File: src/rtl/timer_bank_if.sv
// timer_bank_if: peripheral bus bundle for timer_bank.
//   rd/wr      read and write strobes (wr sampled on rising clk)
//   addr       byte address
//   wdata      write data
//   rdata      combinational read data (0 when rd low or unmapped)
//   irq_vec    per-channel interrupt request, pending & enable
//   irqout     OR of irq_vec
// Modports: master drives the strobes, slave is the timer bank.
interface timer_bank_if #(
   parameter int NUM_CH = 4
);
   logic              rd;
   logic              wr;
   logic [31:0]       addr;
   logic [31:0]       wdata;
   logic [31:0]       rdata;
   logic [NUM_CH-1:0] irq_vec;
   logic              irqout;

   modport master (output rd, wr, addr, wdata, input rdata, irq_vec, irqout);
   modport slave  (input rd, wr, addr, wdata, output rdata, irq_vec, irqout);
endinterface

File: src/rtl/timer_bank.sv
// timer_bank: memory-mapped bank of NUM_CH up-counting timers with reload,
// one-shot mode, W1C pending flags and per-channel interrupt enable.
//   clk    system clock
//   reset  asynchronous active-high reset
//   bus    timer_bank_if.slave (rd, wr, addr, wdata, rdata, irq_vec, irqout)
// Channel n lives at BASE_ADDR + 16*n: +0 RELOAD, +4 COUNT, +8 CTRL
// (EN/IE/ONESHOT), +C STATUS (PEND, write 1 clears). IRQSUM follows the last
// channel. Build macro TIMER_BANK_PRESCALE_EN adds a shared 16-bit tick
// prescaler (PRESC at IRQSUM+4); without it every clk cycle is a tick.

// Per-channel counter, reload, control and pending state.
module timer_bank_ch #(
   parameter int CNT_W = 32
) (
   input  logic             clk,
   input  logic             reset,
   input  logic             tick_i,
   input  logic             wr_reload_i,
   input  logic             wr_count_i,
   input  logic             wr_ctrl_i,
   input  logic             wr_status_i,
   input  logic [CNT_W-1:0] wdata_i,
   output logic [CNT_W-1:0] reload_o,
   output logic [CNT_W-1:0] count_o,
   output logic [2:0]       ctrl_o,
   output logic             pend_o
);
   logic [CNT_W-1:0] reload_q, reload_d, count_q, count_d;
   logic [2:0]       ctrl_q, ctrl_d;
   logic             pend_q, pend_d;
   logic             ovf;

   assign ovf = ctrl_q[0] && tick_i && (count_q == {CNT_W{1'b1}});

   always_comb begin
      reload_d = reload_q;
      count_d  = count_q;
      ctrl_d   = ctrl_q;
      pend_d   = pend_q;
      if (ctrl_q[0] && tick_i)
         // reload uses reload_q, so a RELOAD write in this cycle takes
         // effect only from the next overflow
         count_d = ovf ? reload_q : count_q + 1'b1;
      if (ovf && ctrl_q[2])
         ctrl_d[0] = 1'b0;
      if (wr_status_i && wdata_i[0])
         pend_d = 1'b0;
      // set beats clear; software writes beat counter activity
      if (ovf)          pend_d   = 1'b1;
      if (wr_reload_i)  reload_d = wdata_i;
      if (wr_count_i)   count_d  = wdata_i;
      if (wr_ctrl_i)    ctrl_d   = wdata_i[2:0];
   end

   always_ff @(posedge clk or posedge reset) begin
      if (reset) begin
         reload_q <= '0;
         count_q  <= '0;
         ctrl_q   <= '0;
         pend_q   <= 1'b0;
      end else begin
         reload_q <= reload_d;
         count_q  <= count_d;
         ctrl_q   <= ctrl_d;
         pend_q   <= pend_d;
      end
   end

   assign reload_o = reload_q;
   assign count_o  = count_q;
   assign ctrl_o   = ctrl_q;
   assign pend_o   = pend_q;
endmodule

module timer_bank #(
   parameter int          NUM_CH    = 4,
   parameter int          CNT_W     = 32,
   parameter logic [31:0] BASE_ADDR = 32'h40000100
) (
   input  logic        clk,
   input  logic        reset,
   timer_bank_if.slave bus
);
   localparam logic [31:0] GLB_OFF = 32'(16 * NUM_CH);

   logic [NUM_CH-1:0][CNT_W-1:0] reload, count;
   logic [NUM_CH-1:0][2:0]       ctrl;
   logic [NUM_CH-1:0]            pend, irq;
   logic [31:0]                  off;
   logic [31:0]                  rdata_c;
   logic                         tick;

   // Addresses below BASE_ADDR wrap to a huge offset and decode as unmapped.
   assign off = bus.addr - BASE_ADDR;

`ifdef TIMER_BANK_PRESCALE_EN
   logic [15:0] presc_q, presc_d, div_q, div_d;
   logic        wr_presc;

   assign wr_presc = bus.wr && (off == GLB_OFF + 32'd4);
   assign tick     = (div_q == presc_q);

   always_comb begin
      presc_d = presc_q;
      div_d   = tick ? 16'd0 : div_q + 16'd1;
      if (wr_presc) begin
         presc_d = bus.wdata[15:0];
         div_d   = 16'd0;
      end
   end

   always_ff @(posedge clk or posedge reset) begin
      if (reset) begin
         presc_q <= '0;
         div_q   <= '0;
      end else begin
         presc_q <= presc_d;
         div_q   <= div_d;
      end
   end
`else
   assign tick = 1'b1;
`endif

   for (genvar n = 0; n < NUM_CH; n++) begin : g_ch
      logic hit;
      assign hit = (off[31:4] == 28'(n)) && (off[1:0] == 2'b00);

      timer_bank_ch #(.CNT_W(CNT_W)) u_ch (
         .clk        (clk),
         .reset      (reset),
         .tick_i     (tick),
         .wr_reload_i(bus.wr && hit && (off[3:2] == 2'd0)),
         .wr_count_i (bus.wr && hit && (off[3:2] == 2'd1)),
         .wr_ctrl_i  (bus.wr && hit && (off[3:2] == 2'd2)),
         .wr_status_i(bus.wr && hit && (off[3:2] == 2'd3)),
         .wdata_i    (bus.wdata[CNT_W-1:0]),
         .reload_o   (reload[n]),
         .count_o    (count[n]),
         .ctrl_o     (ctrl[n]),
         .pend_o     (pend[n])
      );

      assign irq[n] = pend[n] & ctrl[n][1];
   end

   always_comb begin
      rdata_c = '0;
      if (bus.rd) begin
         for (int n = 0; n < NUM_CH; n++) begin
            if ((off[31:4] == 28'(n)) && (off[1:0] == 2'b00)) begin
               case (off[3:2])
                  2'd0:    rdata_c = 32'(reload[n]);
                  2'd1:    rdata_c = 32'(count[n]);
                  2'd2:    rdata_c = 32'(ctrl[n]);
                  default: rdata_c = 32'(pend[n]);
               endcase
            end
         end
         if (off == GLB_OFF) rdata_c = 32'(irq);
`ifdef TIMER_BANK_PRESCALE_EN
         if (off == GLB_OFF + 32'd4) rdata_c = 32'(presc_q);
`endif
      end
   end

   assign bus.rdata   = rdata_c;
   assign bus.irq_vec = irq;
   assign bus.irqout  = |irq;
endmodule

File: src/flat_wrapper.sv
// flat-port wrapper written by rule: the top's interface ports become plain ports
module timer_bank_flat 
#(
   parameter int          NUM_CH    = 4,
   parameter int          CNT_W     = 32,
   parameter logic [31:0] BASE_ADDR = 32'h40000100
)
  (clk, reset, bus_rd, bus_wr, bus_addr, bus_wdata, bus_rdata, bus_irq_vec, bus_irqout);
  timer_bank_if #(.NUM_CH(NUM_CH)) bus_i ();
  input  logic clk;
  input  logic reset;
  input wire logic [$bits(bus_i.rd)-1:0] bus_rd;
  input wire logic [$bits(bus_i.wr)-1:0] bus_wr;
  input wire logic [$bits(bus_i.addr)-1:0] bus_addr;
  input wire logic [$bits(bus_i.wdata)-1:0] bus_wdata;
  output wire logic [$bits(bus_i.rdata)-1:0] bus_rdata;
  output wire logic [$bits(bus_i.irq_vec)-1:0] bus_irq_vec;
  output wire logic [$bits(bus_i.irqout)-1:0] bus_irqout;
  assign bus_i.rd = bus_rd;
  assign bus_i.wr = bus_wr;
  assign bus_i.addr = bus_addr;
  assign bus_i.wdata = bus_wdata;
  assign bus_rdata = bus_i.rdata;
  assign bus_irq_vec = bus_i.irq_vec;
  assign bus_irqout = bus_i.irqout;
  timer_bank #(.NUM_CH(NUM_CH), .CNT_W(CNT_W), .BASE_ADDR(BASE_ADDR)) u_core (.clk(clk), .reset(reset), .bus(bus_i));
endmodule
File: config.mk
export PLATFORM = sky130hd
export DESIGN_NAME = timer_bank_flat
export DESIGN_NICKNAME = d
export VERILOG_FILES = /design/src/rtl/timer_bank_if.sv /design/src/rtl/timer_bank.sv /design/src/flat_wrapper.sv
export SDC_FILE = /design/constraint.sdc
export NUM_CORES = 1
export LEC_CHECK = 0
export CAP_MARGIN = 20
export CORE_ASPECT_RATIO = 0.6
export CORE_MARGIN = 10
export CORE_UTILIZATION = 38
export DETAILED_ROUTE_END_ITERATION = 10
export GPL_TIMING_DRIVEN = 0
export SLEW_MARGIN = 25
export SYNTH_ARGS = -nofsm -noshare
export SYNTH_HDL_FRONTEND = slang
export SYNTH_SLANG_ARGS = --single-unit
File: constraint.sdc
create_clock -name clk -period 23.8 [get_ports clk]
set_input_delay 4.76 -clock clk [delete_from_list [all_inputs] [get_ports clk]]
set_output_delay 4.76 -clock clk [all_outputs]
set_load 0.02 [all_outputs]
After elaboration in Yosys (flattened, before gate mapping)
Cells that the tools add are included.

Bits in registers: 272. Input port bits: 68. Output and inout port bits: 37. Word-level logic and storage cells: 130.

$add $sub $neg: 5. Equality and inequality tests: 11. Mux-type cells: 38. Bitwise operators: 4. Reductions and logical operators: 52.

Operator list (number): two-way mux 32 bit (18); one-hot mux 32 bit (3 select lines) (4); adder 32 x 1 -> 32 bit, second input constant (4); equality test 32 bit, second input constant (4); equality test 28 x 2 -> 1 bit, second input constant (2); logical AND 1 bit (36); equality test 32 x 7 -> 1 bit, second input constant (1); subtractor 32 x 31 -> 32 bit, second input constant (1); equality test 28 x 1 -> 1 bit, second input constant (1); zero test 28 bit (1); nonzero test 2 bit (12); two-way mux 1 bit (16); AND 1 bit (4); equality test 2 bit, second input constant (2); zero test 2 bit (2); OR reduction 4 bit (1); equality test 2 x 1 -> 1 bit, second input constant (1).

Logic depth before layout (Yosys ltp)
Gate-level depths: netlist (run 1).

Word-level depth: 9. Depth in mapped cells: 11. Mapped depth without buffers: 7.

By module
Synthesis (run 1) repeated with hierarchy kept, for this count alone.

Cells, all modules: 1899. Area, all modules: 18320.1 um^2.

Modules (own cells, without submodules): timer_bank_ch at u_core.g_ch[1].u_ch ... (times used 3, cells an instance 375, area each 3723.6 um^2, sequential area each 1701.6 um^2); timer_bank_ch at u_core.g_ch[0].u_ch (times used 1, cells an instance 382, area each 3776.1 um^2, sequential area each 1701.6 um^2); timer_bank (times used 1, cells an instance 392, area each 3373.2 um^2, sequential area each 0.0 um^2).

Worst setup path before layout (run 1)
No wires, ideal clock.

Path type: input -> output. Start point: input port bus_addr[2]. End point: output port bus_rdata[0]. Arrival: 6.827 ns. Data required time: 19.040 ns. Setup slack: 12.213 ns. Stages: 7. Path buffers: 4. Cells stage by stage: clkbuf_1 > buf_2 > buf_1 > buf_2 > mux4_2 > a22oi_1 > a21boi_0.

Longest elaborated chain between the ends: 9. Elaborated cells between the ends (all ways): 23. Those cells by class: add/sub (1); eq/ne (6); mux (10); reduce/logical (6).

Ends and longest elaborated chain: from (decl) (RTL line flat_wrapper.sv:14) `input wire logic [$bits(bus_i.addr)-1:0] bus_addr;`; subtractor 32 x 31 -> 32 bit * (RTL line timer_bank.sv:94) `assign off = bus.addr - BASE_ADDR;`; equality test 2 bit (tied with other cells) (RTL line timer_bank.sv:152) `case (off[3:2])`; one-hot mux 32 bit (3 select lines) or logical AND 1 bit (tied branches) (RTL line timer_bank.sv:152, timer_bank.sv:151); two-way mux 32 bit (4 in series) (RTL line timer_bank.sv:151) `if ((off[31:4] == 28'(n)) && (off[1:0] == 2'b00)) begin`; two-way mux 32 bit * (RTL line timer_bank.sv:160) `if (off == GLB_OFF) rdata_c = 32'(irq);`; two-way mux 32 bit * (RTL line timer_bank.sv:149) `if (bus.rd) begin`; to (decl) (RTL line flat_wrapper.sv:16) `output wire logic [$bits(bus_i.rdata)-1:0] bus_rdata;`.

Every way passes the cells marked *; elsewhere a longest branch is shown, timed or not.

Worst setup path after layout (run 1)
Start point: input port bus_addr[2]. End point: output port bus_rdata[31].

The elaborated chain is that of the path after synthesis.

==> reports/results.tsv, run 1 <==
stage	metric	value	unit
outcome	status	complete, no violations	
clock_network	h-tree-depth	1	
synth	yosys-top-cells-area	dfrtp_1 (39%), mux2_2 (10%), mux2i_1 (5.0%), mux4_2 (4.3%), mux2_1 (3.4%)	
worst_setup_path	worstPathArrival	9.11	ns
worst_setup_path	cp_num_buf_inv	5	
global_route	use_met3	0.161	
global_route	grt_first_pass_wirelength	113000	um
worst_setup_path	crit_required	19.04	ns
timing	period_minus_slack	13.87	ns
worst_setup_path	crit_chain	clkbuf_1, buf_2, buf_2, buf_1, mux2i_1, o22ai_1, a21oi_1, nor2_1, clkdlybuf4s50_1	
timing	worstMarginPinSlew	1.18	ns
synth	async_flop_share	1.00	
global_route	top_usage_layer	met1	
clock_network	cts_tree	yes	
clock_network	post_cts_resized	0	
drt	drtIter0Drc	3046	
synth	yosys.area_share.simple	0.190	
flow_run	drv_cap	0	
min_path	min_from	u_core.g_ch[0].u_ch.reload_o[23]	
synth	syn_area	17700	sq um
synth	yosysSeqAreaShare	0.385	
timing	hold_violations	0	
drt	wl_per_cell	30.7	um
clock_network	cts-buffers-inserted	28	
synth	syn_nets	1871	
floorplan	die-area	55800	sq um
min_path	min_path_cells	1	
synth	synthAdderAreaFrac	0.00283	
synth	yosysTopAreaCell	dfrtp_1	
worst_setup_path	criticalPathCategory	in2out	
finish	layout-drive-gt1-share	0.168	
worst_setup_path	endpoint_kind	output pin	
drt	wirelength	79200	um
synth	synth_edf_count	0	
timing	setup_ws	9.93	ns
floorplan	die_width	298	um
timing	slew_viol_final	0	
pwr	power_density	48.7	nW/um^2
synth	synth.distinct_cells	93	
worst_setup_path	r2r-end	u_core.g_ch[1].u_ch.count_o[27]	
synth	synth_warnings	0	
floorplan	dieHeight	187	um
worst_setup_path	rr_startpoint	u_core.g_ch[1].u_ch.count_o[6]	
pwr	ir_drop	0.0436	mV
floorplan	io_pins	105	
timing	clock_skew	0.0118	ns
timing	rsz0062_at_grt	false	
placement	port_buffers	102	
synth	synth_compound_area_frac	0.145	
worst_setup_path	max_stage_delay	0.83	ns
synth	synth_mux_area_frac	0.230	
finish	areaGrowthSynthToFinish	16.0	%
timing	fin_crit_sh	0.583	
drt	drc	0	
drt	drtPass1Iterations	6	
timing	fmax	72.1	MHz
global_route	grt_overflow	0	
floorplan	coreArea	46100	sq um
finish	nets	2007	
synth	synthCells	1799	
clock_network	clk_path_buf_depth	3	
global_route	grt.met1_usage	0.398	
clock_network	clock_latency	0.59	ns
floorplan	rows	61	
min_path	min_to	u_core.g_ch[0].u_ch.reload_o[23]	
synth	synth.avg_cell_area	9.82	sq um
synth	yosysTopAreaCellShare	0.385	
clock_network	cts.sinks	272	
timing	finalSetupViolCount	0	
worst_setup_path	crit_family	buffers and inverters	
global_route	grt_max_degree	88	
global_route	grt_pass1_vias	15800	
global_route	track_usage	0.272	
timing	maxSlewHeadroom	0.210	
timing	tns	0	ns
floorplan	initial_core_util	0.383	
worst_setup_path	path_max_fanout	10	
global_route	grt_util_met2	0.323	
worst_setup_path	cp_common_cell	buf_2	
worst_setup_path	r2r_cells	8	
drt	vias_per_cell	6.61	
pwr	p_leak	8.42	nW
clock_network	clk_root_buffer_cell	clkbuf_16	
worst_setup_path	r2r_slack	20.47	ns
min_path	hold_path.class	reg2reg	
clock_network	post_cts_buffers	0	
synth	synth_xor_area_frac	0.00298	
clock_network	postCtsHoldBufs	0	
synth	synth_seq_cells	272	
global_route	antenna_found_initial	3	
drt	via_count	17100	
placement	pre_cts_slack	10.22	ns
synth	synth_ff_type	dfrtp_1	
clock_network	clk_pin_slew	0.06	ns
placement	gp_congestion	1.12	
placement	hpwlAfterDp	58900	um
worst_setup_path	crit_path_start_kind	input pin	
drt	drtAntennaViolNets	0	
synth	synth_top_family_by_area	multiplexers	
worst_setup_path	crit_slowest_cell	buf_1	
-- metal layers --
metal	part of all wire	up-vias
li1	-	7124
met1	0.44	8551
met2	0.35	1261
met3	0.18	119
met4	0.026	2
met5	0.00061	-
-- state kept, by name, summed over array words and instances (netlist names) --
register                   cells
u_core.g_ch.u_ch.count_o     128
u_core.g_ch.u_ch.pend_o        4
u_core.g_ch.u_ch.reload_o    128
u_core.g_ch.u_ch.ctrl_o       12
-- cells by family after synthesis --
kind of cell	after synthesis
simple gates	610
compound gates	391
mux	336
flops	272
buf+inv	180
xor+xnor	6
fa+ha+maj	4
-- worst max path at each step --
stage                      startpoint                                to  slack [ns]  cells past startpoint
after CTS                 bus_addr[2]                     bus_rdata[31]       10.21                      9
after floorplan                 reset    u_core.g_ch[0].u_ch.count_o[0]       11.54                      1
final                     bus_addr[2]                     bus_rdata[31]        9.93                      9
after global placement          reset  u_core.g_ch[0].u_ch.reload_o[29]        7.67                      2
after global routing      bus_addr[2]                     bus_rdata[31]        9.97                      9
after detailed placement  bus_addr[2]                     bus_rdata[31]       10.22                      9
-- synthesized netlist by cell type, drive strengths merged, types with 4 or more instances --
cell	instances
o21a	8
buf	54
or2	5
o22a	4
a21oi	88
dfrtp	272
nor2b	7
and3	31
o31ai	5
or3	11
nand2b	8
a22oi	6
a2bb2oi	6
mux2	214
nand3b	4
o211ai	6
o2bb2ai	5
nand2	155
and2	19
nor3b	5
nand4	70
a222oi	9
o22ai	43
a41oi	13
or4	6
clkbuf	79
a31oi	34
nor3	54
a211oi	16
and4	28
a311oi	4
o41ai	5
inv	45
nor4	31
o21ai	82
nand3	77
mux4	34
nor2	89
mux2i	88
a21o	27
ha	4
-- stage by stage --
step	power (mW)	hold WS [ns]	area (sq um)	cells	util
6_report	0.997	0.515	20500	2582	0.444
2_1_floorplan	0.497	0.466	17700	1799	-
4_1_cts	0.995	0.514	20500	2581	0.444
3_3_place_gp	0.539	0.489	19500	2531	0.422
3_5_place_dp	0.541	0.501	19600	2535	0.424
5_1_grt	1.02	0.527	20500	2581	0.444
-- cell type report --
cell class | count | area (sq um)
Inverter | 47 | 184
Sequential cell | 272 | 6810
Antenna cell | 1 | 2.50
Multi-Input combinational cell | 1347 | 10100
Buffer | 133 | 603
Timing Repair Buffer | 106 | 1110
Tap cell | 630 | 788
Clock buffer | 40 | 857
Fill cell | 4446 | 25600
Clock inverter | 6 | 57.6
-- layout by cell type, fill, tap and decap left out, types with 24 or more instances in the layout --
| master | n |
|---|---|
| nor2_1 | 83 |
| mux4_2 | 34 |
| inv_1 | 44 |
| o21ai_0 | 80 |
| buf_2 | 30 |
| nand3_1 | 76 |
| mux2i_1 | 88 |
| clkbuf_1 | 79 |
| nand4_1 | 65 |
| mux2_1 | 54 |
| a21o_1 | 27 |
| dfrtp_1 | 272 |
| and4_1 | 28 |
| clkbuf_16 | 29 |
| a31oi_1 | 34 |
| o22ai_1 | 43 |
| nand2_1 | 154 |
| clkdlybuf4s50_1 | 102 |
| nor3_1 | 50 |
| mux2_2 | 160 |
| and3_1 | 31 |
| a21oi_1 | 88 |
| nor4_1 | 24 |
-- where the power goes --
group	total [mW]	switching, mW	internal [mW]
Combinational	0.0739	0.0517	0.0222
Sequential	0.462	0.00000483	0.462
Clock	0.461	0.203	0.258
(Power assumes the default switching activity.)
==> run 2: changes to the inputs <==
Clock period 23.8 ns to 11.51 ns, I/O delays scaled along.
==> results of run 2 <==
Same layout as run 1 (identical final DEF). Status: complete, no violations.
Among the figures that moved: setup slack after placement 10.22 ns -> 2.85 ns; setup slack after layout 9.93 ns -> 2.56 ns; register-to-register setup slack 20.47 ns -> 8.18 ns; total power 0.997 mW -> 2.06 mW; worst IR drop on VDD 0.0436 mV -> 0.0902 mV
